### src/rtl/psum_accumulator.sv
// Accumulates NUM_OUT partial-sum vectors lane-wise across KIJ_LEN kernel passes,
// then streams the ReLU'd buffer out over a valid/ready interface.
module psum_accumulator #(
  parameter int COL     = 4,
  parameter int PSUM_BW = 16,
  parameter int NUM_OUT = 8,
  parameter int KIJ_LEN = 9
) (
  input  logic                   clk,
  input  logic                   reset,
  input  logic                   start,
  input  logic                   iter_done,
  input  logic                   in_valid,
  output logic                   in_ready,
  input  logic [COL*PSUM_BW-1:0] in_data,
  output logic                   out_valid,
  input  logic                   out_ready,
  output logic [COL*PSUM_BW-1:0] out_data,
  output logic                   busy,
  output logic                   acc_done,
  output logic                   err_short
);

  localparam int DW = COL * PSUM_BW;
  localparam int VW = (NUM_OUT > 1) ? $clog2(NUM_OUT) : 1;
  localparam int KW = (KIJ_LEN > 1) ? $clog2(KIJ_LEN) : 1;

  typedef enum logic [2:0] {
    S_IDLE,
    S_ACCUM,
    S_WAIT_ITER,
    S_DRAIN,
    S_DONE
  } state_e;

  state_e          state_q, state_d;
  logic [KW-1:0]   kij_cnt_q, kij_cnt_d;
  logic [VW-1:0]   vec_cnt_q, vec_cnt_d;
  logic [VW-1:0]   rd_ptr_q, rd_ptr_d;
  logic            err_short_q, err_short_d;
  logic [DW-1:0]   buf_q [NUM_OUT];
  logic [DW-1:0]   acc_sum;
  logic            in_hs, out_hs;

  // All handshake-facing outputs decode straight from registered state.
  assign in_ready  = (state_q == S_ACCUM);
  assign out_valid = (state_q == S_DRAIN);
  assign busy      = (state_q != S_IDLE);
  assign acc_done  = (state_q == S_DONE);
  assign err_short = err_short_q;

  assign in_hs  = in_valid & in_ready;
  assign out_hs = out_valid & out_ready;

  always_comb begin
    // NOTE: every combinational output gets a default first so no path leaves it unassigned (no latch).
    state_d     = state_q;
    kij_cnt_d   = kij_cnt_q;
    vec_cnt_d   = vec_cnt_q;
    rd_ptr_d    = rd_ptr_q;
    err_short_d = err_short_q;
    case (state_q)
      S_IDLE: begin
        if (start) begin
          kij_cnt_d   = '0;
          vec_cnt_d   = '0;
          err_short_d = 1'b0;
          state_d     = S_ACCUM;
        end
      end
      S_ACCUM: begin
        if (iter_done) err_short_d = 1'b1;
        if (in_hs) begin
          if (vec_cnt_q == VW'(NUM_OUT - 1)) begin
            vec_cnt_d = '0;
            state_d   = S_WAIT_ITER;
          end else begin
            vec_cnt_d = vec_cnt_q + VW'(1);
          end
        end
      end
      S_WAIT_ITER: begin
        if (iter_done) begin
          if (kij_cnt_q == KW'(KIJ_LEN - 1)) begin
            rd_ptr_d = '0;
            state_d  = S_DRAIN;
          end else begin
            kij_cnt_d = kij_cnt_q + KW'(1);
            state_d   = S_ACCUM;
          end
        end
      end
      S_DRAIN: begin
        if (out_hs) begin
          if (rd_ptr_q == VW'(NUM_OUT - 1)) begin
            rd_ptr_d = '0;
            state_d  = S_DONE;
          end else begin
            rd_ptr_d = rd_ptr_q + VW'(1);
          end
        end
      end
      S_DONE:  state_d = S_IDLE;
      default: state_d = S_IDLE;
    endcase
  end

  // NOTE: sequential state uses non-blocking assignments so every flop samples pre-edge values.
  always_ff @(posedge clk) begin
    if (reset) begin
      state_q     <= S_IDLE;
      kij_cnt_q   <= '0;
      vec_cnt_q   <= '0;
      rd_ptr_q    <= '0;
      err_short_q <= 1'b0;
    end else begin
      state_q     <= state_d;
      kij_cnt_q   <= kij_cnt_d;
      vec_cnt_q   <= vec_cnt_d;
      rd_ptr_q    <= rd_ptr_d;
      err_short_q <= err_short_d;
    end
  end

  // Lane-wise wrap-around add; the first pass overwrites instead of adding.
  always_comb begin
    acc_sum = '0;
    for (int k = 0; k < COL; k++) begin
      if (kij_cnt_q == '0)
        acc_sum[k*PSUM_BW +: PSUM_BW] = in_data[k*PSUM_BW +: PSUM_BW];
      else
        acc_sum[k*PSUM_BW +: PSUM_BW] = buf_q[vec_cnt_q][k*PSUM_BW +: PSUM_BW]
                                      + in_data[k*PSUM_BW +: PSUM_BW];
    end
  end

  // NOTE: the buffer has no reset; pass 0 overwrites every entry before it is ever read.
  always_ff @(posedge clk) begin
    if (!reset && in_hs) buf_q[vec_cnt_q] <= acc_sum;
  end

  // Buffer is not written during DRAIN, so out_data holds steady across stalls.
  always_comb begin
    out_data = '0;
    for (int k = 0; k < COL; k++) begin
      if (!buf_q[rd_ptr_q][k*PSUM_BW + PSUM_BW - 1])
        out_data[k*PSUM_BW +: PSUM_BW] = buf_q[rd_ptr_q][k*PSUM_BW +: PSUM_BW];
    end
  end

endmodule

### config.mk
export PLATFORM = sky130hd
export DESIGN_NAME = psum_accumulator
export DESIGN_NICKNAME = d
export VERILOG_FILES = /design/src/rtl/psum_accumulator.sv
export SDC_FILE = /design/constraint.sdc
export NUM_CORES = 1
export LEC_CHECK = 0
export CAP_MARGIN = 20
export CORE_ASPECT_RATIO = 1.1
export CORE_UTILIZATION = 51
export CTS_BUF_LIST = sky130_fd_sc_hd__clkbuf_8
export CTS_CLUSTER_SIZE = 40
export DETAILED_ROUTE_END_ITERATION = 6
export PLACE_DENSITY = 0.69
export SYNTH_ARGS = -nofsm -noshare
export SYNTH_HDL_FRONTEND = slang
export SYNTH_SLANG_ARGS = --single-unit
### constraint.sdc
create_clock -name clk -period 7.9 [get_ports clk]
set_input_delay 1.185 -clock clk [delete_from_list [all_inputs] [get_ports clk]]
set_output_delay 1.185 -clock clk [all_outputs]
set_load 0.02 [all_outputs]
* After elaboration in Yosys (flattened, before gate mapping)
Memories as Yosys holds them, arrays and structs flattened. A register that Yosys moved wholly into a read port is not among the register bits. Index checks and enable logic that the tools add are counted.
Word-level totals: flip-flop bits (word level) 14, bits in writable memories 512, bits of input ports 70, output and inout bits 69, logic and storage cells 82, memories 1
Memory list:
- buf_q | words 8, bits a word 64, read ports 2, clocked after memory_dff 2, write ports 1, RTL line 41 | logic [DW-1:0] buf_q [NUM_OUT];
Operators by class: $add $sub $neg 7, equal/unequal tests 16, mux-type cells 38, bitwise logic cells 2, reductions and logical operators 13
Operators by type and width (count):
- 16-bit adder | 4
- 16-bit two-way mux | 4
- 15-bit two-way mux | 4
- 3-bit two-way mux | 17
- 4-bit two-way mux | 3
- 3-bit case mux with 2 select lines | 2
- 3-bit case mux with 4 select lines | 1
- 2-bit != test (second input constant) | 5
- 3-bit == test (second input constant) | 3
- 2-bit by 1-bit != test with 1-bit output (second input constant) | 4
- 4-bit case mux with 2 select lines | 1
- 4-bit AND reduction | 2
- 3-bit by 1-bit adder with 3-bit output (second input constant) | 2
- 3-bit by 2-bit == test with 1-bit output (second input constant) | 2
- 3-bit AND reduction | 2
- 6-bit AND reduction | 1
- 2-bit nonzero test | 3
- 4-bit by 1-bit adder with 4-bit output (second input constant) | 1
- 4-bit == test (second input constant) | 1
- 4-bit zero test | 1
- 1-bit two-way mux | 4
- 3-bit by 1-bit == test with 1-bit output (second input constant) | 1
- 3-bit zero test | 1
- 3-bit nonzero test | 1
- 5 further kinds | 6

* Logic depth before layout (Yosys ltp)
Gate-level depths: netlist (run 1).
depth in word-level cells 6, depth in mapped cells 14

* Least setup slack after synthesis (run 1)
Ideal clock, no wire load.
path kind input to register, start input reset, end memory buf_q[1][0] (netlist name), enable pin, data arrival time 5849 ps, required time 7335 ps, slack 1486 ps, stages on the path 3, path through nor2_1 nand3_1 nor3_1
Between the ends: cells in the longest elaborated chain, start to end 4
RTL lines:
- start, declared | RTL line 10 | input logic reset,
- 1-bit zero test | RTL line 139 | if (!reset && in_hs) buf_q[vec_cnt_q] <= acc_sum;
- 1-bit logical AND | RTL line 139
- 1-bit two-way mux | RTL line 139
- 1-bit two-way mux (not written as such) | RTL line 139
- end, declared | RTL line 41
No other way between the ends.

==> results.py, run 1 <==
metrics = {
    "finish": {
        "drive_gt1_frac": 0.250,
        "post-route-util": 0.586,
        "nets": 1998,
        "fin_cells": 2645,
        "register_area_um2": 15800,
        "nFillCells": 4076,
        "multi_input_area_um2": 11500,
        "synthToLayoutAreaGrowth_pct": 13.3,
    },
    "synthesis": {
        "ys.warnings.count": 0,
        "synth-simple-area-share": 0.0559,
        "ys_types": 77,
        "yosysSeqAreaShare": 0.569,
        "synthAdderAreaFrac": 0.0326,
        "synth-edff-count": 512,
        "ys_ff_latch": 532,
        "synth_area_um2": 27700,
        "syn_inst": 1705,
        "synthArstFlopShare": 0,
        "synth_mux_area_frac": 0.258,
        "ys.flop_type": "edfxtp_1",
        "synthXorXnorAreaFrac": 0.0107,
        "synth_top_family_by_area": "multiplexers",
        "syn_avg_cell_area_um2": 16.3,
        "synth-compound-area-share": 0.0547,
    },
    "floorplan": {
        "num_rows": 89,
        "core_area_um2": 53700,
        "ios": 139,
        "die_area_um2": 55300,
        "die_x_um": 224,
        "initial_core_util": 0.517,
        "die_y_um": 247,
    },
    "placement": {
        "place.gp.congestion": 0.823,
        "hpwl_um": 39200,
        "port_buffers": 134,
        "placed_cells": 2500,
    },
    "power": {
        "leakage_nw": 9.84,
        "power.internal_mw": 4.77,
        "p_per_area_nw_per_um2": 204,
        "ir_drop_v": 0.000116,
        "seq_power_share": 0.504,
        "power_mw": 6.41,
        "switchingPower_mw": 1.64,
        "combPwrFrac": 0.155,
        "p_clk_frac": 0.341,
        "swShare": 0.256,
    },
    "setup_path": {
        "cpMaxStageDelayCell": "dfxtp_4",
        "cp_top_family": "buffers and inverters",
        "cp-end-kind": "output port",
        "worstPathMaxFanout": 45,
        "worst_ep_required_time_ns": 6.71,
        "ff2ff_setup_slack_ns": 3.04,
        "path_cells": "buf_4 -> mux4_2 -> mux2_2 -> nor2_1 -> clkdlybuf4s50_1",
        "startpoint_type": "register",
        "path_buf_inv": 2,
        "crit_type": "register to output port",
        "critPathMaxStageDelay_ns": 0.81,
        "crit_arrival_ns": 3.92,
    },
    "global_routing": {
        "grt_max_degree": 68,
        "antenna_found_initial": 1,
        "grt_overflow": 0,
        "grt_pass1_wl_um": 100000,
        "grt_pass1_vias": 17480,
        "grt_usage": 0.241,
    },
    "route": {
        "routed_wl_um": 64900,
        "avgRoutedWirePerCell_um": 24.5,
        "via_per_inst": 6.23,
        "ant_nets": 0,
        "num_vias": 16474,
        "drtIter0Drc": 1156,
        "post-route-drc-count": 0,
        "firstDrtPassIters": 4,
    },
    "sta": {
        "slew_headroom": 0.278,
        "finalSetupTns_ns": 0,
        "hold_violations": 0,
        "fin_hold_ws_ns": 0.461,
        "clock_skew_ns": 0.0240,
        "drv_slew": 0,
        "fin_crit_sh": 0.646,
        "finalWorstPathRequiredPeriod_ns": 5.10,
        "rsz0062_at_grt": "false",
        "fmax_mhz": 196,
        "tightest_slew_ns": 1.08,
        "finalSetupViolCount": 0,
    },
    "cts": {
        "tritoncts": "built",
        "htree_levels": 3,
        "cts_root_buffer": "clkbuf_8",
        "cts_buffers": 83,
        "cts_buffer_depth": 3,
        "cts_setup_buffers": 0,
        "clock-sinks": 532,
        "cts_hold_buffers": 0,
        "cts.clk_slew.worst_paths_ns": 0.06,
        "clk_latency_ns": 0.67,
        "cts_resized": 0,
    },
    "job": {
        "maxCapViolations": 0,
    },
    "status": {
        "status": "finished, final reports clean",
    },
    "worst_hold_path": {
        "min-delay-start": "err_short$_SDFFE_PP0P_",
        "hp-class": "register to register",
    },
}
-- per-layer routing --
metal,GRT usage,up-vias,wire [um]
li1,-,7342,-
met1,0.310,8562,26300
met2,0.419,481,33700
met3,0.0395,89,3610
met4,0.0772,0,1260
met5,0,-,0
-- stage by stage --
stage	area (um^2)	setup slack, ns
after CTS	31400	2.68
after global placement	29900	3.18
final	31400	2.80
after global routing	31400	2.54
after floorplan	27800	1.49
after detailed placement	29900	3.04
-- path summary, 6_finish.rpt --
path	endpoint	cells after the start
hold / removal	err_short$_SDFFE_PP0P_	2
setup / recovery	out_data[16]	5
setup reg to reg	buf_q[1][12]$_DFFE_PP_	12
hold reg to reg	err_short$_SDFFE_PP0P_	2
-- cells in the mapped netlist (all sizes together) (9+ instances only) --
cell,n,share of area
ha,66,0.030
mux2i,70,0.025
mux4,256,0.21
xnor2,16,0.0051
xor2,18,0.0057
nor2,134,0.018
nand2,68,0.0092
nor3b,9,0.0024
mux2,62,0.025
o21ai,51,0.0092
o21a,15,0.0041
a21o,18,0.0049
edfxtp,512,0.55
inv,26,0.0035
a211oi,19,0.0051
nor3,21,0.0038
buf,55,0.0094
a21oi,58,0.010
nand2b,13,0.0029
dfxtp,20,0.014
clkbuf,44,0.0060
-- layout by cell type (no fill, tap or decap), types with 8 or more instances in the layout --
cell type | Yosys | routed
clkinv_2 | 0 | 13
nand2b_1 | 13 | 13
edfxtp_1 | 512 | 512
o21ai_0 | 23 | 23
nor2_1 | 134 | 128
o211ai_1 | 8 | 8
clkinv_1 | 0 | 22
nor3_1 | 21 | 19
a211oi_1 | 19 | 19
mux2_2 | 61 | 61
inv_1 | 25 | 40
ha_1 | 66 | 66
dfxtp_1 | 20 | 14
mux4_2 | 255 | 255
or3_1 | 8 | 8
nor3b_1 | 9 | 8
clkdlybuf4s50_1 | 0 | 134
nand2_1 | 68 | 68
clkbuf_8 | 0 | 89
xor2_1 | 18 | 18
a21o_1 | 18 | 18
o21ai_1 | 28 | 28
o21a_1 | 15 | 15
mux2i_1 | 70 | 70
a21oi_1 | 58 | 58
nand3_1 | 8 | 8
buf_4 | 4 | 26
xnor2_1 | 16 | 16
-- tightest hold or removal path, cell delays in order, from the launching register on --
cell and delay, ns:
dfxtp_1 0.31, inv_1 0.05, o21ai_1 0.06
-- power by group through the flow --
| stage | registers, mW | clock network [mW] | logic [mW] |
|---|---|---|---|
| after floorplan | 3.27 | 0 | 0.729 |
| after global placement | 3.29 | 0 | 0.967 |
| after detailed placement | 3.29 | 0 | 0.989 |
| after CTS | 3.23 | 2.23 | 0.995 |
| after global routing | 3.23 | 2.35 | 1.09 |
| final | 3.23 | 2.19 | 0.994 |
-- cell type report --
class | instances | share of cell area
inverters | 26 | 0.00310
diodes | 1 | 0.0000796
well taps | 728 | 0.0290
repair buffers | 164 | 0.0506
flip-flops and latches | 532 | 0.502
clock inverters | 54 | 0.00963
clock buffers | 89 | 0.0389
multi-input cells | 1051 | 0.366
-- logic make-up after synthesis --
kind of cell    Yosys count
flops                   532
fa+ha+maj                70
other cells               1
compound gates          231
mux                     388
xor+xnor                 34
buf+inv                 125
simple gates            324
-- registers in the layout, indices dropped and copies added, names as in the netlist, named ones only --
name,cells
rd_ptr_q,3
buf_q,512
state_q,3
err_short,1
vec_cnt_q,3
kij_cnt_q,4
Power figures use the tool's default switching activity.
==> inputs of run 2 (changes only) <==
- clock period: 7.9 -> 5.23 ns (I/O delays scaled with it)
==> run 2 against run 1 <==
Against the previous run: clock power up 64%; die area unchanged; final area grew 1.1%; cell count is 0.76% higher; setup slack lost 1.9 ns; sequential cell count unchanged; wire length decreased by 0.85%; first-iteration DRC count rose by 15%; critical endpoint is now buf_q[1][27]$_DFFE_PP_.
==> results.py, run 2 (same netlist as run 1, synthesis figures left out) <==
metrics = {
    "sta": {
        "clock_skew_ns": 0.0250,
        "finalWorstPathRequiredPeriod_ns": 4.35,
        "fin_crit_sh": 0.832,
        "slew_headroom": 0.368,
        "drv_slew": 0,
        "fin_hold_ws_ns": 0.460,
        "finalSetupTns_ns": 0,
        "fmax_mhz": 230,
        "rsz0062_at_grt": "false",
        "finalSetupViolCount": 0,
        "hold_violations": 0,
        "tightest_slew_ns": 0.948,
    },
    "finish": {
        "top_register": "buf_q",
        "final_cell_mix": "512 x edfxtp_1, 255 x mux4_2, 134 x clkdlybuf4s50_1",
        "nFillCells": 4104,
        "synthToLayoutAreaGrowth_pct": 14.6,
        "multi_input_area_um2": 11500,
        "layout.cells.most_common": "edfxtp_1",
        "register_area_um2": 15800,
        "nets": 2009,
        "largestRegisters": "buf_q: 512 flops, kij_cnt_q: 4 flops",
        "fin_cells": 2665,
        "final_area_um2": 31800,
        "largest_reg_flops": 512,
        "drive_gt1_frac": 0.261,
    },
    "floorplan": {
        "die_y_um": 247,
        "initial_core_util": 0.517,
        "ios": 139,
        "core_area_um2": 53700,
        "num_rows": 89,
        "die_x_um": 224,
        "die_area_um2": 55300,
    },
    "route": {
        "drtIter0Drc": 1327,
        "firstDrtPassIters": 5,
        "post-route-drc-count": 0,
        "num_vias": 16463,
        "via_per_inst": 6.18,
        "ant_nets": 0,
        "avgRoutedWirePerCell_um": 24.2,
        "routed_wl_um": 64400,
    },
    "cts": {
        "cts_buffers": 83,
        "clk_latency_ns": 0.66,
        "cts_setup_buffers": 0,
        "tritoncts": "built",
        "htree_levels": 3,
        "cts.clk_slew.worst_paths_ns": 0.06,
        "cts_buffer_depth": 3,
        "clock-sinks": 532,
        "cts_root_buffer": "clkbuf_8",
        "cts_hold_buffers": 0,
        "cts_resized": 0,
    },
    "placement": {
        "port_buffers": 134,
        "placed_cells": 2512,
        "place.gp.congestion": 0.835,
        "placedInstanceArea_um2": 30100,
        "hpwl_um": 40000,
    },
    "setup_path": {
        "startpoint_type": "register",
        "worst_ep_required_time_ns": 5.61,
        "r2r_end": "buf_q[1][27]$_DFFE_PP_",
        "cp-end-kind": "register",
        "reg2regPathDepth": 10,
        "ff2ff_setup_slack_ns": 0.88,
        "crit_arrival_ns": 4.74,
        "worstPathMaxFanout": 44,
        "crit_type": "register to register",
    },
    "status": {
        "status": "finished, final reports clean",
    },
    "job": {
        "maxCapViolations": 0,
    },
    "worst_hold_path": {
        "hp-class": "register to register",
        "min_to": "err_short$_SDFFE_PP0P_",
        "min_path_cells": 2,
        "min-delay-start": "err_short$_SDFFE_PP0P_",
    },
    "power": {
        "p_per_area_nw_per_um2": 313,
        "power_mw": 9.96,
        "leakage_nw": 10.0,
        "ir_drop_v": 0.000177,
    },
    "global_routing": {
        "grt_usage": 0.240,
        "grt_pass1_vias": 17307,
        "grt_pass1_wl_um": 99100,
        "grt_max_degree": 86,
        "grt_overflow": 0,
        "antenna_found_initial": 1,
    },
}
-- run 2: through the flow --
step	utilization	worst slack, ns
3_3_place_gp	0.561	0.955
6_report	0.593	0.879
2_1_floorplan	-	0.826
3_5_place_dp	0.561	0.895
4_1_cts	0.593	0.824
5_1_grt	0.593	0.510
-- run 2: how the worst max path moves through the flow --
stage / start / to / slack, ns / cells after the start
detailed placement: register / buf_q[3][10]$_DFFE_PP_ / 0.89 / 10
global placement: register / buf_q[2][62]$_DFFE_PP_ / 0.96 / 12
CTS: register / out_data[9] / 0.82 / 5
global route: register / buf_q[0][62]$_DFFE_PP_ / 0.51 / 12
floorplan: state_q[1]$_SDFFE_PP0P_ / buf_q[7][0]$_DFFE_PP_ / 0.83 / 5
finish: register / buf_q[1][27]$_DFFE_PP_ / 0.88 / 10
-- run 2: worst max-delay path, cell delays in order, from the launching register on --
cell,delay [ns]
dfxtp_4,0.76
buf_12,0.38
mux4_2,0.35
mux2_2,0.27
ha_1,0.24
a211oi_1,0.37
o21ai_1,0.20
a2111oi_1,0.71
nor2_1,0.19
xnor2_1,0.17
a21oi_1,0.42
-- run 2: report_power, final --
part	switching, mW	leakage [nW]	internal [mW]	total, mW
registers	0.0352	4.77	4.83	4.87
logic	0.844	4.29	0.668	1.51
clock network	1.63	0.931	1.95	3.59
total	2.51	10.0	7.45	9.96
-- run 2: final cells by class --
cell class,count,area share
Clock inverter,65,0.0159
Inverter,26,0.00307
Timing Repair Buffer,175,0.0554
Multi-Input combinational cell,1051,0.363
Sequential cell,532,0.497
Antenna cell,1,0.0000787
Tap cell,728,0.0286
Clock buffer,87,0.0376
-- run 2: per-layer routing --
layer	wire [um]	track usage
met1	26000	0.311
met3	3690	0.0339
met4	1290	0.0762
met2	33400	0.419
met5	0	0
==> inputs of run 3 (changes only) <==
- clock period: 5.23 -> 4.45 ns (I/O delays scaled with it)
==> run 3 against run 2 <==
Against the previous run: count of clock-buffer cells in the layout is 1 lower; global-route usage grew 0.59 points; clock power up 14%; clock skew is 0.0014 ns lower; power up 17%; via count increased by 1.1%; critical path type is now register to output port; critical endpoint is now out_data[22]; largest cell class unchanged.
==> results.py, run 3 (same netlist as run 1, synthesis figures left out) <==
metrics = {
    "power": {
        "p_clk_frac": 0.353,
        "power_mw": 11.6,
        "p_per_area_nw_per_um2": 363,
        "combPwrFrac": 0.156,
        "power.internal_mw": 8.68,
        "ir_drop_v": 0.000243,
        "leakage_nw": 10.1,
        "swShare": 0.254,
        "seq_power_share": 0.491,
        "switchingPower_mw": 2.96,
    },
    "setup_path": {
        "worst_ep_required_time_ns": 3.78,
        "ff2ff_setup_slack_ns": 0.35,
        "startpoint_type": "register",
        "worstPathMaxFanout": 35,
        "r2r_end": "buf_q[0][61]$_DFFE_PP_",
        "cpMaxStageDelayCell": "buf_4",
        "reg2regPathDepth": 11,
        "path_cells": "buf_4 -> mux4_2 -> mux2i_1 -> nor2_1 -> clkdlybuf4s50_1",
        "cp-end-kind": "output port",
        "critPathMaxStageDelay_ns": 0.69,
        "crit_arrival_ns": 3.48,
        "crit_type": "register to output port",
    },
    "job": {
        "maxCapViolations": 0,
    },
    "finish": {
        "largest_reg_flops": 512,
        "drive_gt1_frac": 0.262,
        "nets": 2032,
        "final_area_um2": 32100,
        "nFillCells": 4072,
        "largestRegisters": "buf_q: 512 flops, kij_cnt_q: 4 flops",
        "final_cell_mix": "512 x edfxtp_1, 255 x mux4_2, 134 x clkdlybuf4s50_1",
        "synthToLayoutAreaGrowth_pct": 15.5,
        "layout.cells.most_common": "edfxtp_1",
        "top_register": "buf_q",
    },
    "global_routing": {
        "antenna_found_initial": 5,
        "grt_max_degree": 86,
        "grt_pass1_wl_um": 101000,
        "grt_usage": 0.246,
        "grt_pass1_vias": 17614,
        "grt_overflow": 0,
    },
    "cts": {
        "clock-sinks": 532,
        "clk_latency_ns": 0.67,
        "cts.clk_slew.worst_paths_ns": 0.07,
        "cts_buffer_depth": 3,
        "cts_buffers": 84,
        "cts_setup_buffers": 0,
        "htree_levels": 3,
        "cts_root_buffer": "clkbuf_8",
        "cts_hold_buffers": 0,
        "tritoncts": "built",
    },
    "sta": {
        "setup_ws_ns": 0.305,
        "fin_hold_ws_ns": 0.478,
        "finalSetupViolCount": 0,
        "rsz0062_at_grt": "false",
        "hold_violations": 0,
        "tightest_slew_ns": 0.824,
        "finalWorstPathRequiredPeriod_ns": 4.15,
        "finalSetupTns_ns": 0,
        "slew_headroom": 0.446,
        "clock_skew_ns": 0.0237,
        "fmax_mhz": 241,
        "drv_slew": 0,
        "fin_crit_sh": 0.931,
    },
    "route": {
        "routed_wl_um": 65900,
        "ant_nets": 0,
        "num_vias": 16643,
        "avgRoutedWirePerCell_um": 24.6,
        "firstDrtPassIters": 5,
        "drtIter0Drc": 1052,
        "post-route-drc-count": 0,
        "via_per_inst": 6.20,
    },
    "floorplan": {
        "initial_core_util": 0.517,
        "num_rows": 89,
        "core_area_um2": 53700,
        "die_area_um2": 55300,
        "ios": 139,
        "die_x_um": 224,
        "die_y_um": 247,
    },
    "worst_hold_path": {
        "hp-class": "register to register",
        "min_path_cells": 2,
        "min-delay-start": "err_short$_SDFFE_PP0P_",
        "min_to": "err_short$_SDFFE_PP0P_",
    },
    "status": {
        "status": "finished, final reports clean",
    },
    "placement": {
        "hpwl_um": 41900,
        "place.gp.congestion": 0.823,
        "pre_cts_ws_ns": 0.307,
        "placedInstanceArea_um2": 30400,
        "port_buffers": 134,
    },
}
-- run 3: power groups by stage --
stage / Combinational, mW / Sequential, mW / Clock [mW]
2_1_floorplan: 1.29 / 5.80 / 0
3_3_place_gp: 1.77 / 5.82 / 0
3_5_place_dp: 1.81 / 5.82 / 0
4_1_cts: 1.82 / 5.72 / 4.18
5_1_grt: 2.00 / 5.72 / 4.38
6_report: 1.82 / 5.72 / 4.11
-- run 3: through the flow --
stage | cells | utilization
global placement | 2534 | 0.566
global route | 2686 | 0.597
detailed placement | 2534 | 0.566
finish | 2686 | 0.597
CTS | 2684 | 0.597
floorplan | 1708 | -
-- run 3: final cells by class --
class	count	area (um^2)	area share
timing repair buffer	197	2060	0.0644
clock inverter	64	454	0.0142
clock buffer	86	1180	0.0369
inverter	26	97.6	0.00304
antenna	2	5.00	0.000156
sequential	532	15800	0.493
multi-input combinational	1051	11500	0.360
tap	728	911	0.0284
-- run 3: repair_timing --
item	in CTS	in global routing
endpoints found under the setup margin	0	23
resized for setup	0	3
hold endpoints to repair	0	0
-- run 3: routing by layer --
layer | wire (um) | up-vias | GRT usage
met3 | 3470 | 133 | 0.0380
met5 | 30 | - | 0
li1 | - | 7409 | -
met4 | 2010 | 4 | 0.0948
met1 | 27100 | 8601 | 0.318
met2 | 33300 | 496 | 0.420
-- run 3: worst max-delay path, delay by kind of cell (launching register included) --
kind / cells / cell delay, ns
AND/OR/NAND/NOR: 1 / 0.07
multiplexers: 2 / 0.85
flip-flops: 1 / 0.62
buffers and inverters: 2 / 1.24
-- run 3: worst max path at each step --
stage | from | endpoint | cells past startpoint
3_5_place_dp | register | buf_q[3][15]$_DFFE_PP_ | 9
4_1_cts | register | out_data[44] | 5
5_1_grt | register | buf_q[2][15]$_DFFE_PP_ | 11
2_1_floorplan | state_q[1]$_SDFFE_PP0P_ | buf_q[7][0]$_DFFE_PP_ | 5
6_report | register | out_data[22] | 5
3_3_place_gp | register | buf_q[7][15]$_DFFE_PP_ | 9
